File: src/rtl/exp_arbiter.sv
// exp_arbiter: round-robin front end that shares one exponentiation
// engine among NUM_REQ requesters, with a timeout abort path.
module exp_arbiter #(
  parameter int NUM_REQ = 4,
  parameter int DEPTH   = 3,
  parameter int TIMEOUT = 64,
  parameter int IDW     = (NUM_REQ > 1) ? $clog2(NUM_REQ) : 1
) (
  input  logic                     clk,
  input  logic                     rst,
  input  logic [NUM_REQ-1:0]       req_valid,
  input  logic [NUM_REQ*DEPTH-1:0] req_base,
  input  logic [NUM_REQ*DEPTH-1:0] req_exp,
  output logic [NUM_REQ-1:0]       req_ready,
  output logic                     resp_valid,
  output logic [IDW-1:0]           resp_id,
  output logic [2*DEPTH-1:0]       resp_result,
  output logic                     resp_error,
  output logic                     busy,
  output logic                     eng_start,
  output logic [DEPTH-1:0]         eng_base,
  output logic [DEPTH-1:0]         eng_exp,
  input  logic                     eng_finish,
  input  logic [2*DEPTH-1:0]       eng_result
);

  localparam int TW = $clog2(TIMEOUT + 1);

  typedef enum logic [1:0] {
    IDLE,
    WAIT_ACK,
    WAIT_DONE,
    RELEASE
  } state_t;

  state_t state, state_d;

  logic [IDW-1:0]     ptr, ptr_d;
  logic [IDW-1:0]     cur_id, cur_id_d;
  logic [TW-1:0]      tcnt, tcnt_d;
  logic [IDW-1:0]     gnt;
  logic               gnt_hit;
  logic [IDW:0]       scan;
  logic               expire;

  logic [NUM_REQ-1:0] req_ready_d;
  logic               resp_valid_d;
  logic [IDW-1:0]     resp_id_d;
  logic [2*DEPTH-1:0] resp_result_d;
  logic               resp_error_d;
  logic               busy_d;
  logic               eng_start_d;
  logic [DEPTH-1:0]   eng_base_d;
  logic [DEPTH-1:0]   eng_exp_d;

  // First valid requester at or above ptr, wrapping.
  always_comb begin
    gnt     = '0;
    gnt_hit = 1'b0;
    scan    = '0;
    for (int k = 0; k < NUM_REQ; k++) begin
      scan = {1'b0, ptr} + (IDW+1)'(k);
      if (scan >= (IDW+1)'(NUM_REQ))
        scan = scan - (IDW+1)'(NUM_REQ);
      if (!gnt_hit && req_valid[scan[IDW-1:0]]) begin
        gnt     = scan[IDW-1:0];
        gnt_hit = 1'b1;
      end
    end
  end

  assign expire = (tcnt == TW'(TIMEOUT - 1));

  always_comb begin
    state_d       = state;
    ptr_d         = ptr;
    cur_id_d      = cur_id;
    tcnt_d        = tcnt;
    req_ready_d   = '0;
    resp_valid_d  = 1'b0;
    resp_id_d     = resp_id;
    resp_result_d = resp_result;
    resp_error_d  = resp_error;
    eng_start_d   = eng_start;
    eng_base_d    = eng_base;
    eng_exp_d     = eng_exp;
    unique case (state)
      IDLE: begin
        if (gnt_hit) begin
          req_ready_d[gnt] = 1'b1;
          eng_base_d       = req_base[gnt*DEPTH +: DEPTH];
          eng_exp_d        = req_exp[gnt*DEPTH +: DEPTH];
          eng_start_d      = 1'b1;
          cur_id_d         = gnt;
          tcnt_d           = '0;
          ptr_d            = (gnt == IDW'(NUM_REQ - 1)) ?
                             '0 : gnt + 1'b1;
          state_d          = WAIT_ACK;
        end
      end
      WAIT_ACK: begin
        tcnt_d = tcnt + 1'b1;
        if (expire) begin
          resp_valid_d  = 1'b1;
          resp_error_d  = 1'b1;
          resp_result_d = '0;
          resp_id_d     = cur_id;
          eng_start_d   = 1'b0;
          state_d       = RELEASE;
        end else if (!eng_finish) begin
          state_d = WAIT_DONE;
        end
      end
      WAIT_DONE: begin
        tcnt_d = tcnt + 1'b1;
        if (eng_finish) begin
          resp_valid_d  = 1'b1;
          resp_error_d  = 1'b0;
          resp_result_d = eng_result;
          resp_id_d     = cur_id;
          eng_start_d   = 1'b0;
          state_d       = RELEASE;
        end else if (expire) begin
          resp_valid_d  = 1'b1;
          resp_error_d  = 1'b1;
          resp_result_d = '0;
          resp_id_d     = cur_id;
          eng_start_d   = 1'b0;
          state_d       = RELEASE;
        end
      end
      RELEASE: begin
        state_d = IDLE;
      end
      default: begin
        state_d = IDLE;
      end
    endcase
    busy_d = (state_d != IDLE);
  end

  always_ff @(posedge clk or negedge rst) begin
    if (!rst) begin
      state       <= IDLE;
      ptr         <= '0;
      cur_id      <= '0;
      tcnt        <= '0;
      req_ready   <= '0;
      resp_valid  <= 1'b0;
      resp_id     <= '0;
      resp_result <= '0;
      resp_error  <= 1'b0;
      busy        <= 1'b0;
      eng_start   <= 1'b0;
      eng_base    <= '0;
      eng_exp     <= '0;
    end else begin
      state       <= state_d;
      ptr         <= ptr_d;
      cur_id      <= cur_id_d;
      tcnt        <= tcnt_d;
      req_ready   <= req_ready_d;
      resp_valid  <= resp_valid_d;
      resp_id     <= resp_id_d;
      resp_result <= resp_result_d;
      resp_error  <= resp_error_d;
      busy        <= busy_d;
      eng_start   <= eng_start_d;
      eng_base    <= eng_base_d;
      eng_exp     <= eng_exp_d;
    end
  end

endmodule

File: config.mk
export PLATFORM = sky130hd
export DESIGN_NAME = exp_arbiter
export DESIGN_NICKNAME = d
export VERILOG_FILES = /design/src/rtl/exp_arbiter.sv
export SDC_FILE = /design/constraint.sdc
export NUM_CORES = 1
export LEC_CHECK = 0
export CORE_MARGIN = 4
export CORE_UTILIZATION = 55
export CTS_BUF_LIST = sky130_fd_sc_hd__clkbuf_4 sky130_fd_sc_hd__clkbuf_8
export CTS_CLUSTER_SIZE = 20
export DETAILED_ROUTE_END_ITERATION = 8
export DONT_BUFFER_PORTS = 1
export PLACE_DENSITY = 0.73
export SLEW_MARGIN = 25
export SYNTH_ARGS = -nofsm -noshare
export SYNTH_HDL_FRONTEND = slang
export SYNTH_SLANG_ARGS = --single-unit
export TNS_END_PERCENT = 1
File: constraint.sdc
create_clock -name clk -period 1.9 [get_ports clk]
set_input_delay 0.38 -clock clk [delete_from_list [all_inputs] [get_ports clk]]
set_output_delay 0.38 -clock clk [all_outputs]
set_load 0.05 [all_outputs]
Word level (Yosys, flattened, before mapping) --
Cells that the tools add are included.
Word-level totals: logic and storage cells 106, output and inout port bits 22, flip-flop bits (word level) 35
Operators by class: eq/ne operators 6, order comparisons 10, $add $sub $neg 9, reductions and logical operators 16, $mul 1, muxes and demuxes 49, shift operators 2
Operator list (count):
- 2-bit 2-to-1 mux | 16
- 12-bit by 5-bit indexed part select with 3-bit output | 2
- 1-bit 2-to-1 mux | 16
- 2-bit by 3-bit less-than comparator with 1-bit output (second input constant) | 5
- 7-bit case mux with 2 select lines | 1
- 6-bit 2-to-1 mux | 2
- 6-bit case mux with 2 select lines | 1
- 3-bit >= comparator (second input constant) | 3
- 1-bit binary-select mux with 2-bit select | 4
- 4-bit 2-to-1 mux | 2
- 2-bit case mux with 4 select lines | 1
- 2-bit by 1-bit subtractor with 2-bit output (second input constant) | 4
- 7-bit by 1-bit adder with 7-bit output (second input constant) | 1
- 7-bit by 6-bit == test with 1-bit output (second input constant) | 1
- 7-bit 2-to-1 mux | 1
- 2-bit by 2-bit adder with 3-bit output (second input constant) | 2
- 2-bit == test (second input constant) | 3
- 2-bit AND reduction | 3
- 2-bit nonzero test | 3
- 1-bit logical AND | 4
- 2-bit by 2-bit multiplier with 4-bit output (second input constant) | 1
- 1-bit case mux with 2 select lines | 2
- 2-bit case mux with 2 select lines | 1
- 2-bit by 1-bit adder with 3-bit output (second input constant) | 1
- other kinds (11) | 13

Logic depth before layout (Yosys ltp) --
word-level depth 20, gate-level depth with buffers 8

Worst setup path before layout --
OpenSTA, ideal clock, no wires.
path type register to register, start point register state[0], end point register tcnt[5], path buffers 1, setup slack 138 ps, arrival 1633 ps, required time 1771 ps, cell stages (with the launch flop) 9, clock period less this slack 1762 ps, path through dfrtp_1 inv_1 ha_1 buf_2 or2_2 a21boi_2 nand4_1 xor2_1 nor2_1
Between the ends: word-level cells in the longest chain between the ends 4, elaborated cells between the ends (all ways) 8, classes of those cells eq/ne (3); mux (1); reduce/logical (4)
RTL lines:
- start: declaration | RTL line 36 | state_t state, state_d;
- start signal: assignment | RTL line 158 | state <= state_d;
- 2-bit == test / 2-bit by 1-bit == test with 1-bit output (equally long branches) | RTL line 87 | unique case (state)
- 2-bit OR reduction (no source line)
- 2-bit nonzero test (no source line)
- 2-bit AND reduction (no source line)
- end signal: assignment | RTL line 161 | tcnt <= tcnt_d;
- end: declaration | RTL line 40 | logic [TW-1:0] tcnt, tcnt_d;
Parallel ways exist; a longest one is shown, timed or not. A chain may end at the register's enable or synchronous reset.

Final worst setup path --
start point register tcnt[0], end point register busy
Between the ends: word-level cells in the longest chain between the ends 5, elaborated cells between the ends (all ways) 6, classes of those cells eq/ne (1); mux (4); reduce/logical (1)
RTL lines:
- 7-bit by 6-bit == test with 1-bit output (*) | RTL line 72 | assign expire = (tcnt == TW'(TIMEOUT - 1));
- 2-bit 2-to-1 mux | RTL line 123 | end else if (expire) begin
- 2-bit 2-to-1 mux | RTL line 116 | if (eng_finish) begin
- 2-bit case mux with 4 select lines (*) | RTL line 87
- net state_d[1] | RTL line 36
- 2-bit nonzero test (*) | RTL line 139 | busy_d = (state_d != IDLE);
- net busy_d | RTL line 51 | logic busy_d;
- end signal: assignment | RTL line 167 | busy <= busy_d;
- end: declaration | RTL line 19 | output logic busy,
Mark *: on every way through the listed nets, which the timed path passes. The rest lies on a longest branch.

==> results.md <==
* Outcome: finished, final reports clean
* Unrepaired setup endpoints after global routing: no
* Sequential area share after synthesis at 47.8%
* Final Hold Viols at 0
* Layout cells sized above 1 at 19.6%
* Row count at 20
* First-pass GRT wire length at 6.03 mm
* Worst r2r dst: busy
* Worst Setup EP: busy
* Post-Synthesis Cells at 168
* Required @ worst endpoint at 2120 ps
* CP max stage delay at 420 ps
* DIE HEIGHT at approximately 66 microns
* Placed cell areas at 1890 sq um
* Final TNS setup at 0 ps
* Predominant post-synthesis flop cell: dfrtp_1
* Total grt overflow at 0
* Hold Crit Class: in -> reg
* Crit path max fanout at 6
* Clock tree buffer depth at 2
* Min cycle time layout at 1790 ps
* #FFs+latches synth at 35
* Antenna violations before repair at 0
* Initial Util at 58.6%
* Relative slew margins at 67.2%
* Power Total at roughly 3.7 mW
* Ys async rst share at 100%
* Final setup violation count at 0
* P_int at 1.81 mW
* Total buffers and inverters traversed by the critical path at 0
* Fmax at 558 MHz
* DR WL/cell at 16.3 microns
* CP Class: reg -> reg
* Syn_nets at 213
* Syn-to-layout area delta at 8.33%
* VDD IR max at around 1200 uV
* Clock sink count at 35
* # diodes at 0
* Hpwl dp at 2.78 mm
* Final Net Count at 223
* Root Buffer: clkbuf_4
* Clock Power Share at between 10% and 20%
* Critical Path Source: tcnt[0]
* WHS at 173 ps
* WL final at ~3.6 mm
* Synth warn at 0
* Post-synth EDFFs at 0
* CTS clock-pin slew for the worst setup and hold paths at between 100 and 150 ps
* Pre-CTS setup slack at between 80 and 90 ps
* WP depth at 6
* Total global-route track usage at 18.0%
* Initial detailed-routing violation count at 97
* CP endpoint kind: flip-flop
* Syn avg cell area at 10.9 sq um
* Worst R2R Path Depth at 6
* CTS H-Tree Depth at 2
* Crit-path cells: ha_1 > nand3_2 > nor3_4 > a2111oi_1 > o32ai_1 > or2_1
* CTS tree: done
* Remaining antenna violation count at 0
* Critical path's slowest cell: dfrtp_1
* TritonCTS Buffers at 5
* Worst-margin pin slew at 492 ps
* Drt drc at 0
* Core Area at 3130 sq um
* Setup ws final at 109 ps
* Static leakage at 0.966 nW
* Slew Viols, Final at 0
* Via count at 1276
* I/O Buffers at 0
* Post-Layout Inst Area at approximately 2000 sq um
* Die area at 4320 sq um
* Tcrit/Tclk final at between 90% and 100%
* CP arrival at 2010 ps
* Io pins at 59
* Vias in the first global route at 1349
* Largest net degree at the start of global routing at 36
* Synth cell types at 49
* Clk_skew at 9.45 ps
* Power Density at 1880 nW/um^2
* Mapped Area at 1830 sq um
* # fillers at 261
* Chip Width at 65.7 microns
* MaxCap Viol Count at 0
* Comb pwr share at ~37%
* Sequential fraction of design power at 51.7%
* Clock latency on the worst-skew pair at 330 ps
* Switching share of power at 51.6%
* Gp weighted congestion at 0.791
* CP top delay family: compound AO/OA/AOI/OAI gates
* R2r startpoint: tcnt[0]
* Reg2Reg Setup Slack at 110 ps
* Crit start category: flip-flop
* First-pass DRT Iterations at 4
* Psw at 1.92 mW
* Vias/cell at 5.72
logic make-up after synthesis:
logic type,count (synthesis),share of synthesized area (%)
compound gates,37,16.0
xor+xnor,3,1.43
fa+ha+maj,9,6.01
buf+inv,10,2.94
flops,35,47.8
mux,12,6.69
simple gates,62,19.1
cells in the final DEF (no fill, tap or decap), drive strengths merged, types with 3 or more instances in the layout:
cell type and count:
o221ai 4, and3 6, mux2i 10, buf 7, xor2 3, dfrtp 35, nand2 26, ha 8
clkbuf 6, a21oi 3, nor2 11, inv 5, a22o 6, nand3 4, o21ai 7, nor2b 4
a211o 3
state kept, by name, indices dropped and copies added, names as in the netlist, 2 cells and up:
signal       cells
tcnt             7
resp_result      6
req_ready        4
eng_base         3
eng_exp          3
cur_id           2
ptr              2
resp_id          2
state            2
how the worst min path moves through the flow:
stage,startpoint,endpoint,slack (ps),cells after the start
3_5_place_dp,rst,tcnt[3],90,0
3_3_place_gp,rst,tcnt[3],90,0
2_1_floorplan,rst,busy,80,0
5_1_grt,eng_result[2],resp_result[2],160,1
4_1_cts,eng_result[2],resp_result[2],160,1
6_report,eng_result[4],resp_result[4],170,1
Yosys cell counts, types with 2 or more instances:
| cell type | number | area (sq um) |
|---|---|---|
| nor2b_2 | 2 | 17.5 |
| and3_1 | 6 | 37.5 |
| dfrtp_1 | 35 | 876 |
| ha_1 | 8 | 100 |
| nand2_2 | 2 | 12.5 |
| clkbuf_1 | 2 | 7.51 |
| o211ai_1 | 2 | 15.0 |
| mux2i_1 | 10 | 100 |
| nor2_1 | 10 | 37.5 |
| nand2_1 | 23 | 86.3 |
| o21ai_0 | 6 | 30.0 |
| a211o_1 | 3 | 26.3 |
| xor2_1 | 3 | 26.3 |
| nand3_1 | 3 | 15.0 |
| a22o_1 | 6 | 52.6 |
| buf_6 | 2 | 22.5 |
| a21oi_1 | 3 | 15.0 |
| inv_1 | 5 | 18.8 |
| mux2_2 | 2 | 22.5 |
| a21o_1 | 2 | 15.0 |
| o22a_1 | 2 | 17.5 |
| o221ai_1 | 4 | 35.0 |
power groups by stage:
stage | logic [mW] | registers [mW] | clock network (mW)
2_1_floorplan | 1.12 | 1.89 | 0
3_3_place_gp | 1.30 | 1.95 | 0
3_5_place_dp | 1.37 | 1.96 | 0
4_1_cts | 1.39 | 1.94 | 0.419
5_1_grt | 1.58 | 1.97 | 0.449
6_report | 1.40 | 1.93 | 0.407
routing by layer:
metal  part of all wire (%)  routed length [microns]  vias to the layer above  GRT usage, %
li1                       -                        -                      618             -
met1                     39                     1440                      614          21.0
met2                     54                     1950                       38          31.4
met3                    6.0                      217                        6          5.13
met4                    1.0                       38                        0          5.70
met5                      0                        0                        -             0
repair_timing:
| item | CTS | global route |
|---|---|---|
| gates resized for setup | 0 | 0 |
| endpoints found under the setup margin | 0 | 1 |
| buffers inserted | 0 | 1 |
| endpoints found under the hold margin | 35 | 0 |
| hold buffers | 2 | 0 |
final cells by class:
type                            count  area, sq um  share of cell area [%]
Tap cell                           44         55.1                    2.77
Inverter                            5         18.8                   0.946
Multi-Input combinational cell    123          902                    45.5
Sequential cell                    35          876                    44.1
Clock inverter                      2         12.5                   0.631
Timing Repair Buffer                8         75.1                    3.78
Clock buffer                        6         45.0                    2.27
worst register-to-register path: cells and delay by family, from the launching register on:
kind,cells,cell delay (ps)
compound gates,2,580
fa+ha+maj,1,230
flops,1,420
simple gates,3,450
through the flow:
step | util, % | std cells
global route | 63.4 | 223
detailed placement | 60.4 | 212
CTS | 63.2 | 222
floorplan | - | 168
finish | 63.4 | 223
global placement | 60.4 | 212
(Power assumes the default switching activity.)
==> RTL change 1: new RTL, config.mk and constraints unchanged <==
Change the parameter `NUM_REQ` from 4 to 16.
--- a/src/rtl/exp_arbiter.sv
+++ b/src/rtl/exp_arbiter.sv
@@ -2,5 +2,5 @@
 // engine among NUM_REQ requesters, with a timeout abort path.
 module exp_arbiter #(
-  parameter int NUM_REQ = 4,
+  parameter int NUM_REQ = 16,
   parameter int DEPTH   = 3,
   parameter int TIMEOUT = 64,
Ports: changed (5 resized); port bits go from 59 to 157. The function was not compared with the original's and may differ.
==> RTL change 1 against the unedited design <==
- the run now ends with negative setup slack left
- cell area rose to 3.8 times the old value
- via count grew to 4.4 times the old value
- area after synthesis increased to 3.0 times the old value
- setup slack lost 2400 ps
- routed wire length increased to 5.4 times the old value
- highest routed layer unchanged
- count of clock-buffer cells in the layout unchanged
- sequential cell count increased by 18
- critical path type unchanged
Power is not shown: default switching activity piles up to over one toggle a cycle in this logic, so the estimate is an artifact.
==> RTL change 1: results (changes against the unedited design) <==
status: "finished with violations"
violations: "negative setup slack"
routabilityCongestion: 0.963  # +22%
synth_nets: 709  # +230%
ys_ff_latch: 53  # +51%
fin_worst_skew_ps: 3.70  # -5.76 ps
drtIter0Drc: 451  # +360%
setup_viol_count_final: 41  # +41
multi_input_gates: 465  # +280%
syn_inst: 575  # +240%
vias: 5613  # +340%
multi_input_area_share_pct: 57.2  # +12 points
cp_top_family: "multiplexers"
wl_um: 19600  # +440%
dp_cells: 814  # +280%
yosysSeqAreaShare_pct: 24.2  # -24 points
seq_area_share_pct: 17.5  # -27 points
clockNetworkAreaShare_pct: 1.20  # -1.7 points
nFillCells: 628  # +140%
met2_usage_pct: 53.2  # +22 points
finalNetCount: 857  # +280%
wl_met1_um: 7490  # +420%
num-nonclk-buffers: 176  # +168
cts_setup_buffers: 19  # +19
worst_path_largest_cell_delay_ps: 530  # +110 ps
slowest_stage: "mux4_2"
die-area_um2: 11600  # +170%
grt.met1_usage_pct: 41.0  # +20 points
crit_path_max_fanout: 7  # +1
dr_wl_met3_um: 1620  # +650%
grtUsageTotal_pct: 31.9  # +14 points
yosys-top-cells-count: "mux2i_1, dfrtp_1, nor2_1, nand2_1, mux4_2"
pre_cts_slack_ps: -2400  # -2490 ps
reg.largest.list: "req_ready x16, tcnt x7, resp_result x6"
final-seq-area_um2: 1330  # +52%
via_per_inst: 6.55  # +14%
cp.arrival_ps: 4390  # +2380 ps
placed_area_um2: 6560  # +250%
ctsResizeCount: 65  # +65
layout_setup_ws_ps: -2300  # -2410 ps
num-nonclk-inverters: 22  # +17
dr.pass1.iters: 5  # +1
drive_above_1_share_pct: 46.8  # +27 points
RTL change 1: path summary, 6_finish.rpt:
path | start | to | slack [ps] | cells after the start
setup / recovery | ptr[1] | eng_base[2] | -2300 | 19
hold / removal | eng_result[3] | resp_result[3] | 200 | 1
setup reg to reg | ptr[1] | eng_base[2] | -2300 | 19
hold reg to reg | cur_id[3] | cur_id[3] | 520 | 2
max in group asynchronous | rst | ptr[1] | 1080 | 2
min in group asynchronous | rst | tcnt[4] | 570 | 2
RTL change 1: kinds of logic after synthesis:
| group | count (synthesis) | synth area share (%) |
|---|---|---|
| simple gates | 177 | 15.7 |
| compound gates | 135 | 17.7 |
| mux | 127 | 30.8 |
| buf+inv | 58 | 6.09 |
| flops | 53 | 24.2 |
| fa+ha+maj | 14 | 3.15 |
| xor+xnor | 11 | 2.37 |
==> RTL change 2: new RTL, same flow settings <==
Made on the original files. The 4 states of `state_t` get a Gray code encoding in 2 bits.
--- a/src/rtl/exp_arbiter.sv
+++ b/src/rtl/exp_arbiter.sv
@@ -28,8 +28,8 @@
 
   typedef enum logic [1:0] {
-    IDLE,
-    WAIT_ACK,
-    WAIT_DONE,
-    RELEASE
+    IDLE      = 2'b00,
+    WAIT_ACK  = 2'b01,
+    WAIT_DONE = 2'b11,
+    RELEASE   = 2'b10
   } state_t;
 
Function: same outputs for any inputs over 10 cycles, from zero or initial values and one cycle with rst low; not proved beyond that.
==> RTL change 2 against the unedited design <==
- maximum frequency up 1.9%
- cell area down 7.5%
- power down 9.7%
- via count down 12%
- count of clock-buffer cells in the layout down 1
- area after synthesis down 8.8%
- routed wire length down 11%
- sequential cell count unchanged
- utilization up 1.4 points
- setup slack better by 34 ps
- largest power group unchanged
==> RTL change 2: results (changes against the unedited design) <==
cp.arrival_ps: 1980  # -30 ps
crit_path_max_fanout: 7  # +1
vdd_ir_drop_max_mv: 0.900  # -22%
yosysSeqAreaShare_pct: 52.4  # +4.6 points
dp_cells: 178  # -16%
whs_ps: 186  # +12.9 ps
wl_per_cell_um: 17.1  # +4.8%
worst-r2r-cell-count: 7  # +1
dr.pass1.iters: 2  # -2
grt_pass1_vias: 1205  # -11%
status: "completed"
hpwl_um: 2480  # -11%
gr-usage-met3_pct: 6.04  # +0.91 points
drtIter0Drc: 55  # -43%
routabilityCongestion: 0.751  # -5.0%
grt.met1_usage_pct: 19.5  # -1.5 points
synth_nets: 192  # -9.9%
drive_above_1_share_pct: 15.7  # -3.8 points
ctsResizeCount: 1  # +1
p_leak_uw: 0.000908  # -6.1%
via_per_inst: 5.91  # +3.2%
regToRegEndpoint: "resp_id[0]"
p_sw_uw: 1610  # -16%
dr_wl_met3_um: 265  # +22%
synth_compound_area_share_pct: 12.8  # -3.2 points
synth_xor_area_share_pct: 1.57  # +0.14 points
[RTL change 2: cell types whose count changed after synthesis, moves of 3 or more]
cell / change
and2_1: +3
a211o_1: -3
ha_1: -3
and3_1: -4
[RTL change 2: worst max-delay path by stage]
| stage | cells past startpoint | to | slack (ps) | from |
|---|---|---|---|---|
| detailed placement | 3 | eng_exp[2] | -40 | state[1] |
| CTS | 7 | resp_id[0] | 40 | tcnt[0] |
| global placement | 4 | eng_exp[1] | 80 | req_valid[3] |
| finish | 7 | resp_id[0] | 140 | tcnt[0] |
| floorplan | 8 | ptr[1] | 240 | ptr[0] |
| global route | 7 | resp_id[1] | 40 | tcnt[0] |
[RTL change 2: layout make-up]
type                       instances  area, um^2  area share (%)
multi-input combinational        102         733            39.9
sequential                        35         876            47.7
timing repair buffer               7        80.1            4.36
tap                               31        38.8            2.11
inverter                           7        26.3            1.43
clock inverter                     3        43.8            2.39
clock buffer                       5        37.5            2.04
[RTL change 2: worst max-delay path: cells and delay by family (launching register included)]
kind | cells | cell delay, ps
simple gates | 4 | 620
buf+inv | 1 | 120
fa+ha+maj | 1 | 180
flops | 1 | 410
mux | 1 | 320
[RTL change 2: power by group through the flow]
stage	clock (uW)	combinational [uW]	sequential (uW)
2_1_floorplan	0	809	1820
6_report	516	955	1900
3_5_place_dp	0	927	1920
3_3_place_gp	0	887	1900
5_1_grt	570	1090	1940
4_1_cts	531	953	1910
[RTL change 2: cell families (layout without fill, tap and decap cells)]
| group | count (synthesis) | in the layout |
|---|---|---|
| compound gates | 27 | 27 |
| simple gates | 53 | 53 |
| xor+xnor | 3 | 3 |
| flops | 35 | 35 |
| fa+ha+maj | 5 | 5 |
| buf+inv | 13 | 22 |
| mux | 14 | 14 |
